==> config.mk <==
export PLATFORM = sky130hd
export DESIGN_NAME = controller_gcd_flat
export DESIGN_NICKNAME = d
export VERILOG_FILES = /design/src/rtl/controller_gcd_if.sv /design/src/rtl/controller_gcd.sv /design/src/flat_wrapper.sv
export SDC_FILE = /design/constraint.sdc
export NUM_CORES = 1
export LEC_CHECK = 0
export CAP_MARGIN = 20
export CORE_UTILIZATION = 49
export CTS_CLUSTER_DIAMETER = 80
export DETAILED_ROUTE_END_ITERATION = 7
export MAX_ROUTING_LAYER = met4
export PLACE_DENSITY_LB_ADDON = 0.12
export SLEW_MARGIN = 20
export SYNTH_ARGS = -nofsm -noshare
export SYNTH_HDL_FRONTEND = slang
export SYNTH_SLANG_ARGS = --single-unit
==> constraint.sdc <==
create_clock -name clk -period 5.17 [get_ports clk]
set_clock_uncertainty 0.05 [all_clocks]
set_input_delay 0.7755 -clock clk [delete_from_list [all_inputs] [get_ports clk]]
set_output_delay 0.7755 -clock clk [all_outputs]
set_load 0.02 [all_outputs]
==> src/rtl/controller_gcd_if.sv <==
// Handshake and strobe bundle between the GCD controller, its datapath and the host.
// The controller takes the slave view; whoever drives start and the comparator flags takes master.
interface controller_gcd_if #(
  parameter int CNT_W = 4
);
  logic             start;
  logic             x_neq_y;
  logic             x_lt_y;
  logic             x_sel;
  logic             y_sel;
  logic             x_ld;
  logic             y_ld;
  logic             d_ld;
  logic             busy;
  logic             done;
  logic             fault;
  logic [CNT_W-1:0] iter_count;

  modport slave (
    input  start, x_neq_y, x_lt_y,
    output x_sel, y_sel, x_ld, y_ld, d_ld, busy, done, fault, iter_count
  );

  modport master (
    output start, x_neq_y, x_lt_y,
    input  x_sel, y_sel, x_ld, y_ld, d_ld, busy, done, fault, iter_count
  );
endinterface

==> src/rtl/controller_gcd.sv <==
// Moore controller for the 4-bit subtractive GCD datapath: sequences loads, counts
// subtractions, and parks in FAULT when the subtraction budget runs out with x != y.
module controller_gcd #(
  parameter int MAX_ITER = 15,
  parameter int CNT_W    = 4
) (
  input  logic            clk,
  input  logic            reset,
  controller_gcd_if.slave bus
);

  typedef enum logic [2:0] {
    ST_IDLE  = 3'd0,
    ST_LOAD  = 3'd1,
    ST_CHECK = 3'd2,
    ST_SUBX  = 3'd3,
    ST_SUBY  = 3'd4,
    ST_WRITE = 3'd5,
    ST_DONE  = 3'd6,
    ST_FAULT = 3'd7
  } state_e;

  typedef struct packed {
    logic x_sel;
    logic y_sel;
    logic x_ld;
    logic y_ld;
    logic d_ld;
    logic busy;
    logic done;
    logic fault;
  } strobes_t;

  localparam logic [CNT_W-1:0] MAX_CNT = CNT_W'(MAX_ITER);

  // Strobes are decoded from the state being entered and then registered, so every
  // output is a flop: no input-to-output path and reset clears them instantly.
  function automatic strobes_t decode_strobes(input state_e st);
    strobes_t s;
    s = '0;
    case (st)
      ST_IDLE:  s = '0;
      ST_LOAD:  begin s.x_ld = 1'b1; s.y_ld = 1'b1; s.busy = 1'b1; end
      ST_CHECK: s.busy = 1'b1;
      ST_SUBX:  begin s.x_sel = 1'b1; s.x_ld = 1'b1; s.busy = 1'b1; end
      ST_SUBY:  begin s.y_sel = 1'b1; s.y_ld = 1'b1; s.busy = 1'b1; end
      ST_WRITE: begin s.d_ld = 1'b1; s.busy = 1'b1; end
      ST_DONE:  s.done = 1'b1;
      ST_FAULT: s.fault = 1'b1;
      default:  s = '0;
    endcase
    return s;
  endfunction

  state_e           state_d, state_q;
  logic [CNT_W-1:0] cnt_d, cnt_q;
  strobes_t         strb_d, strb_q;

  // Next-state selection, iteration counter update and strobe decode.
  always_comb begin
    state_d = state_q;
    cnt_d   = cnt_q;
    strb_d  = '0;

    case (state_q)
      ST_IDLE: begin
        if (bus.start) state_d = ST_LOAD;
        else           state_d = ST_IDLE;
      end
      ST_LOAD:  state_d = ST_CHECK;
      ST_CHECK: begin
        if (!bus.x_neq_y)          state_d = ST_WRITE;
        else if (cnt_q == MAX_CNT) state_d = ST_FAULT;
        else if (bus.x_lt_y)       state_d = ST_SUBY;
        else                       state_d = ST_SUBX;
      end
      ST_SUBX:  state_d = ST_CHECK;
      ST_SUBY:  state_d = ST_CHECK;
      ST_WRITE: state_d = ST_DONE;
      ST_DONE:  state_d = ST_IDLE;
      ST_FAULT: begin
        if (bus.start) state_d = ST_LOAD;
        else           state_d = ST_FAULT;
      end
      default:  state_d = ST_IDLE;
    endcase

    // The FAULT check above keeps the count from ever passing MAX_ITER.
    if (state_d == ST_LOAD) begin
      cnt_d = {CNT_W{1'b0}};
    end else if ((state_d == ST_SUBX) || (state_d == ST_SUBY)) begin
      cnt_d = cnt_q + CNT_W'(1);
    end else begin
      cnt_d = cnt_q;
    end

    strb_d = decode_strobes(state_d);
  end

  // State, counter and output registers.
  always_ff @(posedge clk or posedge reset) begin
    if (reset) begin
      state_q <= ST_IDLE;
      cnt_q   <= {CNT_W{1'b0}};
      strb_q  <= '0;
    end else begin
      state_q <= state_d;
      cnt_q   <= cnt_d;
      strb_q  <= strb_d;
    end
  end

  assign bus.x_sel      = strb_q.x_sel;
  assign bus.y_sel      = strb_q.y_sel;
  assign bus.x_ld       = strb_q.x_ld;
  assign bus.y_ld       = strb_q.y_ld;
  assign bus.d_ld       = strb_q.d_ld;
  assign bus.busy       = strb_q.busy;
  assign bus.done       = strb_q.done;
  assign bus.fault      = strb_q.fault;
  assign bus.iter_count = cnt_q;

endmodule

==> src/flat_wrapper.sv <==
// flat-port wrapper written by rule: the top's interface ports become plain ports
module controller_gcd_flat 
#(
  parameter int MAX_ITER = 15,
  parameter int CNT_W    = 4
)
  (clk, reset, bus_start, bus_x_neq_y, bus_x_lt_y, bus_x_sel, bus_y_sel, bus_x_ld, bus_y_ld, bus_d_ld, bus_busy, bus_done, bus_fault, bus_iter_count);
  controller_gcd_if #(.CNT_W(CNT_W)) bus_i ();
  input  logic clk;
  input  logic reset;
  input wire logic [$bits(bus_i.start)-1:0] bus_start;
  input wire logic [$bits(bus_i.x_neq_y)-1:0] bus_x_neq_y;
  input wire logic [$bits(bus_i.x_lt_y)-1:0] bus_x_lt_y;
  output wire logic [$bits(bus_i.x_sel)-1:0] bus_x_sel;
  output wire logic [$bits(bus_i.y_sel)-1:0] bus_y_sel;
  output wire logic [$bits(bus_i.x_ld)-1:0] bus_x_ld;
  output wire logic [$bits(bus_i.y_ld)-1:0] bus_y_ld;
  output wire logic [$bits(bus_i.d_ld)-1:0] bus_d_ld;
  output wire logic [$bits(bus_i.busy)-1:0] bus_busy;
  output wire logic [$bits(bus_i.done)-1:0] bus_done;
  output wire logic [$bits(bus_i.fault)-1:0] bus_fault;
  output wire logic [$bits(bus_i.iter_count)-1:0] bus_iter_count;
  assign bus_i.start = bus_start;
  assign bus_i.x_neq_y = bus_x_neq_y;
  assign bus_i.x_lt_y = bus_x_lt_y;
  assign bus_x_sel = bus_i.x_sel;
  assign bus_y_sel = bus_i.y_sel;
  assign bus_x_ld = bus_i.x_ld;
  assign bus_y_ld = bus_i.y_ld;
  assign bus_d_ld = bus_i.d_ld;
  assign bus_busy = bus_i.busy;
  assign bus_done = bus_i.done;
  assign bus_fault = bus_i.fault;
  assign bus_iter_count = bus_i.iter_count;
  controller_gcd #(.MAX_ITER(MAX_ITER), .CNT_W(CNT_W)) u_core (.clk(clk), .reset(reset), .bus(bus_i));
endmodule
# ---- After elaboration in Yosys (flattened, before gate mapping)
# Index checks and enable logic that the tools add are counted.
# Widths: inputs -> output; s select.
dict set report op_classes {
  n_addsub 1
  eq_ne 15
  muxes 16
  reduce_logical 7
}
# operator count
set op_table {}
lappend op_table {{$eq 3x3->1 const B} 8}
lappend op_table {{$pmux 3 s6} 1}
lappend op_table {{$eq 3x2->1 const B} 4}
lappend op_table {{$mux 3} 4}
lappend op_table {{$mux 1} 9}
lappend op_table {{$mux 4} 2}
lappend op_table {{$eq 3x1->1 const B} 2}
lappend op_table {{$reduce_or 5->1} 1}
lappend op_table {{$add 4x1->4 const B} 1}
lappend op_table {{$eq 4x4->1 const B} 1}
lappend op_table {{$reduce_or 2->1} 2}
lappend op_table {{$logic_not 3->1} 1}
lappend op_table {{$reduce_or 3->1} 1}
lappend op_table {{$reduce_bool 2->1} 1}
lappend op_table {{$logic_or 1x1->1} 1}
dict set report totals {
  register_bits 15
  in_bits 5
  output_inout_bits 12
  elab_cells 49
}

# ---- Depth between registers and ports, before layout
# Gate-level depths: netlist of run 1.
dict set report depth {
  depth_word 8
  ltp_mapped 7
  mapped_depth_nobuf 7
}

# ---- Worst setup path after synthesis of run 1
# Ideal clock, no wire load.
dict set report synth_path {
  path_type {input to register}
  start {input port bus_x_neq_y}
  end {register u_core.cnt_q[3], in the netlist u_core.bus.iter_count[3]}
  setup_time_ns 0.128
  arrival_ns 1.748
  t_required_ns 4.992
  path_slack_ns 3.243
  stages 6
  n_path_buf 0
  path_cell_list {and3_1 -> a211oi_2 -> or3_4 -> clkinv_2 -> a31oi_4 -> o22ai_2}
}
dict set report synth_between {
  elab_chain_len 5
  word_cells_on_any_way 8
  classes_between {3 x eq/ne; 3 x mux; 2 x reduce/logical}
}
# item line_no
set synth_lines {}
lappend synth_lines {{from (decl)} flat_wrapper.sv:12} ;# input wire logic [$bits(bus_i.x_neq_y)-1:0] bus_x_neq_y;
lappend synth_lines {{$mux 3 (*)} controller_gcd.sv:72} ;# if (!bus.x_neq_y) state_d = ST_WRITE;
lappend synth_lines {{$pmux 3 s6 (*)} controller_gcd.sv:65} ;# case (state_q)
lappend synth_lines {{$eq 3x2->1 / $eq 3x3->1 (equally long branches)} controller_gcd.sv:91} ;# end else if ((state_d == ST_SUBX) || (state_d == ST_SUBY)) begin
lappend synth_lines {{$logic_or 1x1->1} controller_gcd.sv:91}
lappend synth_lines {{$reduce_bool 2->1 (no source line)} n/a}
lappend synth_lines {{to (signal assigned)} controller_gcd.sv:104} ;# cnt_q <= {CNT_W{1'b0}};
lappend synth_lines {{to (signal assigned)} controller_gcd.sv:108} ;# cnt_q <= cnt_d;
lappend synth_lines {{to (decl)} controller_gcd.sv:56} ;# logic [CNT_W-1:0] cnt_d, cnt_q;
# Mark *: on every way between the ends. The rest lies on a longest branch, timed or not.
# A chain may end at the register's enable or synchronous reset.

# ---- Worst setup path after layout of run 1
# Same ends and word-level chain as after synthesis.

==> impl_metrics.tcl, run 1 <==
set metrics [dict create \
    status "complete, no violations" \
    fin_setup_tns_ns 0 \
    area_growth_pct 27.9 \
    crit_type "in2reg" \
    numPortBuffers 16 \
    post-cts-setup-buffers 0 \
    start_util 0.538 \
    syn_nets 75 \
    grt_max_degree 16 \
    regToRegSetupSlack_ns 3.20 \
    cp.arrival_ns 2.33 \
    clkLatencyLatePin_ns 0.28 \
    antenna_found_initial 0 \
    ys_seq_area_frac 0.523 \
    synth_area_per_cell_um2 10.4 \
    dr.pass1.iters 4 \
    cts_buffers 3 \
    clock_path_buffers 2 \
    setup_viol 0 \
    hold_buffers 0 \
    ir_worst_vdd_v 0.000296 \
    path_cells "clkdlybuf4s50_1, and3_1, a211oi_2, o211ai_2, o21ai_0, o22ai_2" \
    pwr_density_cell_nw_per_um2 583 \
    finalMaxSlewViolations 0 \
    start_kind "input pin" \
    crit_slowest_cell "clkdlybuf4s50_1" \
    rows 13 \
    synthCells 69 \
    synth_seq_cells 15 \
    place_ws_ns 2.68 \
    cts_tree "yes" \
    leakage_uw 0.000417 \
    yosysWarnings 0 \
    grt_pass1_wl_mm 2.13 \
    synthArstFlopShare 1.00 \
    fin_nets 95 \
    dp.cells 99 \
    grt_pass1_vias 457 \
    stdcell_count 103 \
    hold_ws_ns 0.491 \
    max_stage_delay_ns 0.43 \
    cp_max_fo 10 \
    hold_path_class "reg2reg" \
    path_clk_slew_ns 0.09 \
    dominantRegCellSynth "dfrtp_1" \
    hpwl_mm 1.00 \
    cp.required_ns 5.29 \
    maxCapViolCount 0 \
    wl_mm 1.36 \
    grtUsageTotal 0.217 \
    synthDistinctLibCells 30 \
    numClockSinks 15 \
    post-route-min-period_ns 2.20 \
    rsz0062_at_grt "false" \
    maxSlewHeadroom 0.630 \
    h-tree-depth 1 \
    fin_ws_ns 2.97 \
    drt_iter0_drc 9 \
    drc 0 \
    post_drt_wl_per_cell_um 13.2 \
    grt_overflow 0 \
    die_h_um 40.3 \
    synth_edf_count 0 \
    gp_congestion 0.807 \
    via_per_inst 5.46 \
    min_period_over_period 0.426 \
    fmax_mhz 454 \
    syn-cell-area_um2 718 \
    clockRootBuffer "clkbuf_4" \
    antenna_cells 0 \
    nFillCells 104 \
    die_area_um2 1620 \
    die_w_um 40.3 \
    vias 562 \
    antenna_left 0 \
    core_um2 1330 \
    hold_viol_final 0 \
    drive_gt1_frac 0.148 \
    worst_pin_slew_ns 0.554 \
    crit_path_end_kind "register" \
    ios 17 \
    cts_resized 0 \
]
==> final timing paths <==
check / startpoint / end / cells past startpoint
worst max register to register: u_core.bus.iter_count[0] / u_core.bus.iter_count[3] / 6
min in group asynchronous: reset / u_core.bus.busy / 2
worst min register to register: u_core.state_q[1] / u_core.bus.done / 1
max in group asynchronous: reset / u_core.state_q[2] / 2
worst max-delay path: bus_x_neq_y / u_core.bus.iter_count[3] / 6
worst min-delay path: u_core.state_q[1] / u_core.bus.done / 1
==> synth_stat cells (all sizes together), types with 2 or more instances <==
cell type | n | area share
or2 | 2 | 0.017
o21ai | 5 | 0.035
nand2 | 6 | 0.031
dfrtp | 15 | 0.52
inv | 5 | 0.026
a211oi | 2 | 0.028
and3 | 3 | 0.026
nand3 | 6 | 0.042
a21oi | 2 | 0.014
nor2 | 7 | 0.037
==> layer usage <==
layer  GRT usage  up-vias  wire length, µm
met2       0.294       19              613
met4       0.125        0               30
met5           -        -                0
met1       0.293      258              659
li1            -      281                -
met3      0.0500        4               61
==> per-stage QoR <==
| stage | cell area, µm² | power, µW | utilization |
|---|---|---|---|
| 2_1_floorplan | 718 | 378 | - |
| 5_1_grt | 918 | 576 | 0.689 |
| 3_5_place_dp | 892 | 474 | 0.669 |
| 6_report | 918 | 536 | 0.689 |
| 3_3_place_gp | 892 | 466 | 0.669 |
| 4_1_cts | 918 | 540 | 0.689 |
==> cell usage in the layout, fill, tap and decap left out <==
master           count
a211oi_1             1
a211oi_2             1
a21boi_2             1
a21o_1               1
a21oi_1              2
a221o_1              1
a31oi_4              1
and3_1               3
clkbuf_1             1
clkbuf_4             3
clkdlybuf4s50_1     16
clkinv_2             1
dfrtp_1             15
ha_1                 1
inv_1                4
inv_2                1
mux2i_1              1
nand2_1              6
nand2b_1             1
nand3_1              6
nand4_1              1
nor2_1               7
nor3b_2              1
o211ai_2             1
o21a_1               1
o21ai_0              3
o21ai_1              2
o21bai_1             1
o22ai_2              1
or2_1                1
or2_2                1
or3_4                1
==> flip-flops by register name, summed over array words and instances (netlist names) <==
name                   flops
u_core.bus.done            1
u_core.bus.busy            1
u_core.bus.d_ld            1
u_core.bus.x_sel           1
u_core.bus.iter_count      4
u_core.bus.fault           1
u_core.bus.x_ld            1
u_core.bus.y_ld            1
u_core.state_q             3
u_core.bus.y_sel           1
==> layout make-up <==
cell class,instances,area [µm²],share of cell area
sequential,15,375,0.409
multi-input combinational,47,314,0.342
inverter,6,23.8,0.0259
timing repair buffer,16,160,0.174
tap,15,18.8,0.0204
clock buffer,4,26.3,0.0286
==> cell families after synthesis <==
logic type | synth area share
compound gates | 0.202
flops | 0.523
fa+ha+maj | 0.0174
simple gates | 0.204
mux | 0.0139
buf+inv | 0.0400
==> worst max-delay path, delay by kind of cell <==
family	cells	cell delay (ns)
simple gates	1	0.20
compound gates	4	0.92
buf+inv	1	0.43
==> power breakdown <==
part	internal [µW]	switching (µW)
clock network	29.9	36.2
logic	117	161
registers	159	32.5
Note: power is estimated with default switching activity, not from simulation.
==> run 2, diff against run 1 <==
--- a/config.mk
+++ b/config.mk
@@ -6,7 +6,7 @@
 export NUM_CORES = 1
 export LEC_CHECK = 0
 export CAP_MARGIN = 20
-export CORE_UTILIZATION = 49
+export CORE_UTILIZATION = 47
 export CTS_CLUSTER_DIAMETER = 80
 export DETAILED_ROUTE_END_ITERATION = 7
 export MAX_ROUTING_LAYER = met4
==> constraint.sdc (replaced) <==
create_clock -name clk -period 2.03 [get_ports clk]
set_clock_uncertainty 0.05 [all_clocks]
set_input_delay 0.3045 -clock clk [delete_from_list [all_inputs] [get_ports clk]]
set_output_delay 0.3045 -clock clk [all_outputs]
set_load 0.02 [all_outputs]
==> impl_metrics.tcl, run 2 (synthesis gave the netlist of run 1 again) <==
set metrics [dict create \
    gp_congestion 0.827 \
    timing.rr.start "u_core.bus.iter_count[1]" \
    ios 17 \
    fin_nets 97 \
    clkLatencyLatePin_ns 0.28 \
    numPortBuffers 16 \
    hold_path_class "in2async" \
    path_delay_family "compound AO/OA/AOI/OAI gates" \
    placedInstanceArea_um2 907 \
    die_w_um 41.1 \
    fin_setup_tns_ns 0 \
    cts_tree "yes" \
    dr.pass1.iters 4 \
    largest_register_ffs 4 \
    rows 13 \
    clock_path_buffers 2 \
    clockRootBuffer "clkbuf_4" \
    fin_ws_ns 0.212 \
    h-tree-depth 1 \
    antenna_cells 0 \
    core_um2 1370 \
    vias 572 \
    die_h_um 41.1 \
    hold_buffers 0 \
    path_clk_slew_ns 0.09 \
    maxSlewHeadroom 0.633 \
    drc 0 \
    cp.arrival_ns 1.93 \
    start_util 0.526 \
    grt_max_degree 16 \
    area_growth_pct 30.0 \
    rsz0062_at_grt "false" \
    hpwl_mm 1.05 \
    r2r_cells 6 \
    grt_overflow 0 \
    setup_viol 0 \
    die_area_um2 1690 \
    worst_pin_slew_ns 0.550 \
    status "complete, no violations" \
    path_buf_inv 0 \
    layout_commonest_cell "clkdlybuf4s50_1" \
    post-route-min-period_ns 1.82 \
    crit_path_end_kind "register" \
    grtUsageTotal 0.198 \
    place_ws_ns 0.0273 \
    ir_worst_vdd_v 0.000779 \
    maxCapViolCount 0 \
    start_kind "register" \
    leakage_uw 0.000426 \
    antenna_left 0 \
    path_cells "ha_1, nand4_1, a211oi_1, a221o_1, a31oi_4, o22ai_2" \
    min_period_over_period 0.895 \
    layout_common_cells "clkdlybuf4s50_1 (16), dfrtp_1 (15), nor2_1 (7), nand3_1 (6), nand2_1 (6)" \
    fmax_mhz 550 \
    pwr_density_cell_nw_per_um2 1500 \
    power_uw 1400 \
    drive_gt1_frac 0.167 \
    timing.rr.end "u_core.bus.iter_count[3]" \
    crit_slowest_cell "dfrtp_1" \
    drt_iter0_drc 14 \
    grt_pass1_vias 457 \
    startpoint "u_core.bus.iter_count[1]" \
    antenna_found_initial 0 \
    finalMaxSlewViolations 0 \
    cp_max_fo 8 \
    hold_viol_final 0 \
    regToRegSetupSlack_ns 0.21 \
    cts_buffers 3 \
    grt_pass1_wl_mm 2.10 \
    max_stage_delay_ns 0.42 \
    wl_mm 1.37 \
    crit_end "u_core.bus.iter_count[3]" \
    cp.required_ns 2.15 \
    fin_area_um2 933 \
    nFillCells 115 \
    numClockSinks 15 \
    crit_type "reg2reg" \
    post_drt_wl_per_cell_um 13.0 \
    via_per_inst 5.45 \
    cp.depth 6 \
]
## run 2: cell types whose count changed in the layout (fill, tap and decap cells not counted), sizes merged
cell	previous run	this run
buf	0	2
## run 2: worst reg2reg max path, stage by stage (launching register included)
cell	delay (ns)
dfrtp_1	0.42
ha_1	0.24
nand4_1	0.14
a211oi_1	0.08
a221o_1	0.41
a31oi_4	0.26
o22ai_2	0.11
## run 2: area by class of cell
type / count / area, µm² / area share
clock buffer: 4 / 26.3 / 0.0282
timing repair buffer: 18 / 175 / 0.188
sequential: 15 / 375 / 0.402
tap: 15 / 18.8 / 0.0201
inverter: 6 / 23.8 / 0.0255
multi-input combinational: 47 / 314 / 0.336
## run 2: per-layer routing
metal,global-route usage,routed length (µm),vias to the layer above,share of wire
met5,-,0,-,0
met4,0.0484,11,0,0.0080
met3,0.0489,72,2,0.053
met2,0.285,602,21,0.44
met1,0.277,683,264,0.50
li1,-,-,285,-
## run 2: how the worst min path moves through the flow
stage	endpoint	slack (ns)	depth (start not counted)
CTS	u_core.bus.fault	0.34	2
global placement	u_core.bus.done	0.47	1
finish	u_core.bus.fault	0.31	2
floorplan	u_core.bus.busy	0.16	1
detailed placement	u_core.bus.done	0.48	1
global route	u_core.bus.fault	0.41	2
## run 2: where the power goes
group	switching, µW	leakage (µW)	internal, µW
Combinational	424	0.000215	324
Sequential	79.8	0.000196	405
Clock	90.3	0.0000150	76.2
Total	594	0.000426	806
## run 2: stage by stage
stage                     hold WS [ns]  std cells  utilization
final                            0.315        105        0.683
after global placement           0.472        101        0.664
after floorplan                  0.156         69            -
after CTS                        0.339        105        0.683
after detailed placement         0.481        101        0.664
after global routing             0.407        105        0.683
## run 2: repair_timing
action | in CTS | in global routing
gates resized for setup | 0 | 1
buffers inserted | 0 | 0
endpoints found under the setup margin | 0 | 2
